File: src/rtl/serial_bit_source_pkg.sv
// Shared types and constants for the serial bit source that feeds the
// three-zero detector.
package serial_bit_source_pkg;

    typedef enum logic {
        ST_IDLE  = 1'b0,
        ST_SHIFT = 1'b1
    } state_t;

    // Idle level is a one so a quiet line can never look like a zero run.
    localparam logic DEFAULT_IDLE_BIT = 1'b1;

    function automatic int cnt_width(input int w);
        return (w <= 2) ? 1 : $clog2(w);
    endfunction

endpackage

File: src/rtl/serial_bit_source.sv
// Parallel-to-serial source, MSB first, with gapless back-to-back words and a
// fixed idle level between words.
//
//   state    | meaning
//   ---------+---------------------------------------------------------------
//   ST_IDLE  | no word in flight, bitout at IDLE_BIT, ready for a new word
//   ST_SHIFT | shifting a word out; ready again only during its final bit
module serial_bit_source
    import serial_bit_source_pkg::*;
#(
    parameter int   WIDTH    = 8,
    parameter logic IDLE_BIT = DEFAULT_IDLE_BIT
) (
    input  logic             clock,
    input  logic             reset,
    input  logic             load_valid,
    output logic             load_ready,
    input  logic [WIDTH-1:0] load_data,
    output logic             bitout,
    output logic             bit_valid,
    output logic             last,
    output logic             busy
);

    localparam int            CW         = cnt_width(WIDTH);
    localparam logic [CW-1:0] LAST_CNT   = CW'(WIDTH - 1);
    localparam logic [CW-1:0] PENULT_CNT = CW'(WIDTH - 2);

    state_t           state;
    logic [WIDTH-1:0] shreg;
    logic [CW-1:0]    cnt;
    logic             at_last;
    logic             accept;

    assign at_last    = (state == ST_SHIFT) && (cnt == LAST_CNT);
    assign load_ready = reset && ((state == ST_IDLE) || at_last);
    assign accept     = load_valid && load_ready;

    // A load at the end of a word takes priority over returning to idle,
    // which is what keeps consecutive words free of an idle bit.
    always_ff @(posedge clock or negedge reset) begin
        if (!reset) begin
            state     <= ST_IDLE;
            shreg     <= '0;
            cnt       <= '0;
            bitout    <= IDLE_BIT;
            bit_valid <= 1'b0;
            last      <= 1'b0;
            busy      <= 1'b0;
        end else if (accept) begin
            state     <= ST_SHIFT;
            shreg     <= load_data;
            cnt       <= '0;
            bitout    <= load_data[WIDTH-1];
            bit_valid <= 1'b1;
            last      <= 1'b0;
            busy      <= 1'b1;
        end else if (at_last) begin
            state     <= ST_IDLE;
            shreg     <= '0;
            cnt       <= '0;
            bitout    <= IDLE_BIT;
            bit_valid <= 1'b0;
            last      <= 1'b0;
            busy      <= 1'b0;
        end else if (state == ST_SHIFT) begin
            shreg     <= {shreg[WIDTH-2:0], 1'b0};
            bitout    <= shreg[WIDTH-2];
            cnt       <= cnt + CW'(1);
            last      <= (cnt == PENULT_CNT);
        end
    end

endmodule

File: config.mk
export PLATFORM = sky130hd
export DESIGN_NAME = serial_bit_source
export DESIGN_NICKNAME = d
export VERILOG_FILES = /design/src/rtl/serial_bit_source_pkg.sv /design/src/rtl/serial_bit_source.sv
export SDC_FILE = /design/constraint.sdc
export NUM_CORES = 1
export LEC_CHECK = 0
export ABC_CLOCK_PERIOD_IN_PS = 1500
export BUFFER_PORTS_ARGS = -buffer_cell sky130_fd_sc_hd__buf_2
export CORE_UTILIZATION = 40
export DETAILED_ROUTE_END_ITERATION = 6
export REMOVE_ABC_BUFFERS = 1
export SLEW_MARGIN = 0
export SYNTH_ARGS = -nofsm -noshare
export SYNTH_HDL_FRONTEND = slang
export SYNTH_SLANG_ARGS = --single-unit
File: constraint.sdc
create_clock -name clock -period 1.5 [get_ports clock]
set_input_delay 0 -clock clock [delete_from_list [all_inputs] [get_ports clock]]
set_output_delay 0 -clock clock [all_outputs]
set_load 0.01 [all_outputs]
Word level (Yosys, flattened, before mapping)
Cells that the tools add are included.

Bits in registers: 13. Bits in latches: 0. Bits in writable memories: 0. Memory bits (read-only): 0. Bits of input ports: 11. Output and inout bits: 5. Logic and storage cells: 29. Memories: 0.

Add/subtract/negate cells: 1. $mul: 0. Divide/modulo/power cells: 0. Magnitude comparators: 0. Eq/ne operators: 2. Shift operators: 0. Multiplexer cells: 14. Bitwise gates (word level): 1. Reduce and logical (&&, ||, !) cells: 6.

Operator list (count): two-way mux 7 bit (3); two-way mux 3 bit (3); two-way mux 1 bit (8); equality test 3 bit (second input constant) (2); adder 3 x 1 -> 3 bit (second input constant) (1); logical AND 1 bit (3); nonzero test 3 bit (1); nonzero test 2 bit (1); logical OR 1 bit (1); inverter 1 bit (1).

Depth between registers and ports, before layout
Depth after elaboration: 6. Mapped depth: 6. Gate-level depth less buffers: 5.

Worst setup path before layout
OpenSTA, ideal clock, no wires.

Path kind: reg2reg. From: register cnt[0]. To: register bitout. Arrival: 1286 ps. Data required time: 1416 ps. Setup slack: 130 ps. Stages on the path, launching flop included: 7. Buffers on the path: 1. Clock period less this slack: 1370 ps. Path through: dfrtp_1 ha_1 ha_1 buf_2 nand2b_1 o32ai_1 nor2_1.

Word-level cells in the longest chain between the ends: 6. Elaborated cells on any way between the ends: 8.

RTL lines: start: declaration (line serial_bit_source.sv:31) `logic [CW-1:0] cnt;`; start signal: assignment (line serial_bit_source.sv:69) `cnt <= cnt + CW'(1);`; equality test 3 bit (*) (line serial_bit_source.sv:35) `assign at_last = (state == ST_SHIFT) && (cnt == LAST_CNT);`; logical AND 1 bit (*) (line serial_bit_source.sv:35); logical OR 1 bit (line serial_bit_source.sv:36) `assign load_ready = reset && ((state == ST_IDLE) || at_last);`; logical AND 1 bit (line serial_bit_source.sv:36); logical AND 1 bit (line serial_bit_source.sv:37) `assign accept = load_valid && load_ready;`; nonzero test 3 bit (no source line) / two-way mux 1 bit (equally long branches); end signal: assignment (line serial_bit_source.sv:54) `bitout <= load_data[WIDTH-1];`; end signal: assignment (line serial_bit_source.sv:68) `bitout <= shreg[WIDTH-2];`; end: declaration (line serial_bit_source.sv:19) `output logic bitout,`.

Every way passes the cells marked *; elsewhere a longest branch is shown, timed or not. A chain may end at the register's enable or synchronous reset.

Final worst setup path
From: register cnt[1]. To: output port load_ready.

Word-level cells in the longest chain between the ends: 4.

RTL lines: equality test 3 bit (line serial_bit_source.sv:35); logical AND 1 bit (line serial_bit_source.sv:35); logical OR 1 bit (line serial_bit_source.sv:36); logical AND 1 bit (line serial_bit_source.sv:36); end: declaration (line serial_bit_source.sv:17) `output logic load_ready,`.

Every way passes these cells.

==> results.sh <==
export IMPL_status="finished, final reports clean"
export IMPL_tns_ns=0
export IMPL_relSlewSlack=0.6958
export IMPL_die_y_um=42.56
export IMPL_rrSetupSlack_ns=0.17
export IMPL_clockBufferDepth=2
export IMPL_antenna_found_initial=0
export IMPL_p_int_w=0.0009833
export IMPL_synthSimpleGateAreaFrac=0.1236
export IMPL_globalplace_congestion=0.7296
export IMPL_synthTopCellsByArea="dfrtp_1 46%, a32oi_1 8.0%, o211ai_1 6.8%, ha_1 5.7%, nand2_1 5.7%"
export IMPL_start_kind="register"
export IMPL_ioPinCount=16
export IMPL_power_share_combinational=0.462
export IMPL_diodes=0
export IMPL_ys_seq_elements=13
export IMPL_switching_share=0.3661
export IMPL_synth_top_family_by_area="compound AO/OA/AOI/OAI gates"
export IMPL_worstSetupPathType="reg -> out"
export IMPL_crit_arrival_ns=1.45
export IMPL_worstSetupEndpoint="load_ready"
export IMPL_place_area_um2=737.0
export IMPL_cts_clk_slew_worst_paths_ns=0.09
export IMPL_placed_cells=92
export IMPL_post_drt_via_cell_ratio=5.333
export IMPL_yosysWarningCount=0
export IMPL_leakage_nw=0.4571
export IMPL_tightest_slew_ns=0.4552
export IMPL_min_period_ns=1.447
export IMPL_grt_util_all_layers=0.1862
export IMPL_row_count=14
export IMPL_ys_types=24
export IMPL_rsz0062_at_grt="yes"
export IMPL_wirelength_mm=1.491
export IMPL_syn_to_final_growth_pct=41.25
export IMPL_final_common_cell="buf_2"
export IMPL_timing_rr_end="shreg[3]$_DFFE_PN0P_"
export IMPL_layout_nets=110
export IMPL_avgRoutedWirePerCell_um=13.43
export IMPL_num_vias=592
export IMPL_io_buffers=15
export IMPL_startpoint="cnt[1]$_DFFE_PN0P_"
export IMPL_drv_slew=0
export IMPL_worst_setup_path_end_kind="primary output"
export IMPL_grt_pass1_vias=527
export IMPL_yosysSeqAreaShare=0.4962
export IMPL_drt_pass1_iterations=6
export IMPL_final_hold_violation_count=0
export IMPL_cts_buffers=3
export IMPL_clk_latency_ns=0.28
export IMPL_grt_max_degree=16
export IMPL_fmax_ghz=0.6909
export IMPL_crit_fanout=4
export IMPL_synth_top_area_frac=0.4563
export IMPL_clock_root_buffer="clkbuf_4"
export IMPL_dp_final_hpwl_um=921
export IMPL_r2r_start="cnt[1]$_DFFE_PN0P_"
export IMPL_yosys_mux_area_fraction=0.01521
export IMPL_power_w=0.001551
export IMPL_fin_area_um2=929.6
export IMPL_p_sw_w=0.0005680
export IMPL_drive_above_1_share=0.3474
export IMPL_fin_crit_sh=0.9649
export IMPL_setup_violations_final=0
export IMPL_overflow=0
export IMPL_cts_sinks=13
export IMPL_drc=0
export IMPL_ir_worst_vdd_v=0.001021
export IMPL_yosys_area_top_type="dfrtp_1"
export IMPL_setup_ws_ns=0.05260
export IMPL_maxCapViolCount=0
export IMPL_drt_iter0_markers=11
export IMPL_grt_pass1_wl_mm=2.428
export IMPL_synth_compound_area_share=0.2319
export IMPL_cts_htree_levels=1
export IMPL_synthXorXnorAreaFrac=0
export IMPL_pwr_share_clk=0.145
export IMPL_seq_power_share=0.393
export IMPL_dieWidth_um=42.56
export IMPL_pre_cts_ws_ns=0.1128
export IMPL_hp_class="in -> async"
export IMPL_cts_tree="done"
export IMPL_fp_dieArea_mm2=0.001811
export IMPL_synth_area_per_cell_um2=10.28
export IMPL_fin_cells=111
export IMPL_postRouteAntennaNets=0
export IMPL_layout_common_cells="14 x buf_2, 12 x dfrtp_1, 10 x nand2_1"
export IMPL_syn_inst=64
export IMPL_power_density_mw_per_mm2=1669
export IMPL_start_util=0.4319
export IMPL_rr_worst_depth=6
export IMPL_coreArea_mm2=0.001524
export IMPL_synthAdderAreaFrac=0.05703
export IMPL_cp_required_ns=1.50
export IMPL_skew_ns=0.006157
export IMPL_syn_cell_area_um2=658.1
-- repair_timing --
item                       4_1_cts  5_1_grt
resized for setup                2        4
pin swaps                        0        1
buffers inserted                 2        4
hold endpoints to repair        21        0
hold buffers                     9        0
setup endpoints to repair        1        1
-- state kept, by name, summed over array words and instances, names as in the netlist --
register  cells
shreg         7
bitout        1
state         1
cnt           3
last          1
-- worst min-delay path by stage --
stage / startpoint / end / slack [ns] / depth (start not counted)
detailed placement: reset / cnt[1]$_DFFE_PN0P_ / -0.01 / 2
floorplan: reset / cnt[0]$_DFFE_PN0P_ / -0.30 / 0
finish: reset / shreg[3]$_DFFE_PN0P_ / 0.21 / 3
CTS: reset / shreg[1]$_DFFE_PN0P_ / 0.23 / 3
global route: reset / cnt[1]$_DFFE_PN0P_ / 0.24 / 3
global placement: reset / cnt[1]$_DFFE_PN0P_ / -0.01 / 2
-- routing by layer --
layer  track usage  wire length [um]
met1        0.2630               699
met2        0.2585               724
met3       0.05172                49
met4       0.09375                18
met5             0                 0
-- metrics by stage --
stage / util / hold WS, ns
2_1_floorplan: - / -0.2956
3_3_place_gp: 0.4836 / -0.01224
3_5_place_dp: 0.4836 / -0.01475
4_1_cts: 0.5764 / 0.2286
5_1_grt: 0.6100 / 0.2415
6_report: 0.6100 / 0.2139
-- power by group through the flow --
stage	sequential [W]	clock, W	combinational [W]
finish	0.000610	0.000225	0.000717
global route	0.000626	0.000246	0.000801
global placement	0.000609	0	0.000520
detailed placement	0.000610	0	0.000522
floorplan	0.000606	0	0.000334
CTS	0.000597	0.000216	0.000607
-- cell usage after synthesis (all sizes together) --
master   n
a211oi   1
a21o     1
a32o     1
a32oi    6
and2     2
buf      6
dfrtp   12
dfstp    1
ha       3
inv      3
mux2i    1
nand2   10
nand2b   1
nand3    3
nor2     1
nor2b    1
o211ai   6
o21ai    3
o22ai    1
o32ai    1
-- area by class of cell --
type / instances / area, um2
fillers: 131 / 594.3
flip-flops and latches: 13 / 326.6
multi-input cells: 42 / 306.5
repair buffers: 33 / 239.0
clock buffers: 4 / 26.28
well taps: 16 / 20.02
inverters: 3 / 11.26
-- worst max-delay path, cell delays in order (launching register included) --
cell and delay, ns:
dfrtp_1 0.39, ha_2 0.20, ha_4 0.16, nand2b_4 0.15
and2_4 0.17, buf_6 0.11
-- cell families (layout without fill, tap and decap cells) --
family	count (synthesis)	count (layout)
simple gates	18	18
compound gates	20	20
fa+ha+maj	3	3
buf+inv	9	40
mux	1	1
flops	13	13
(Power assumes the default switching activity.)
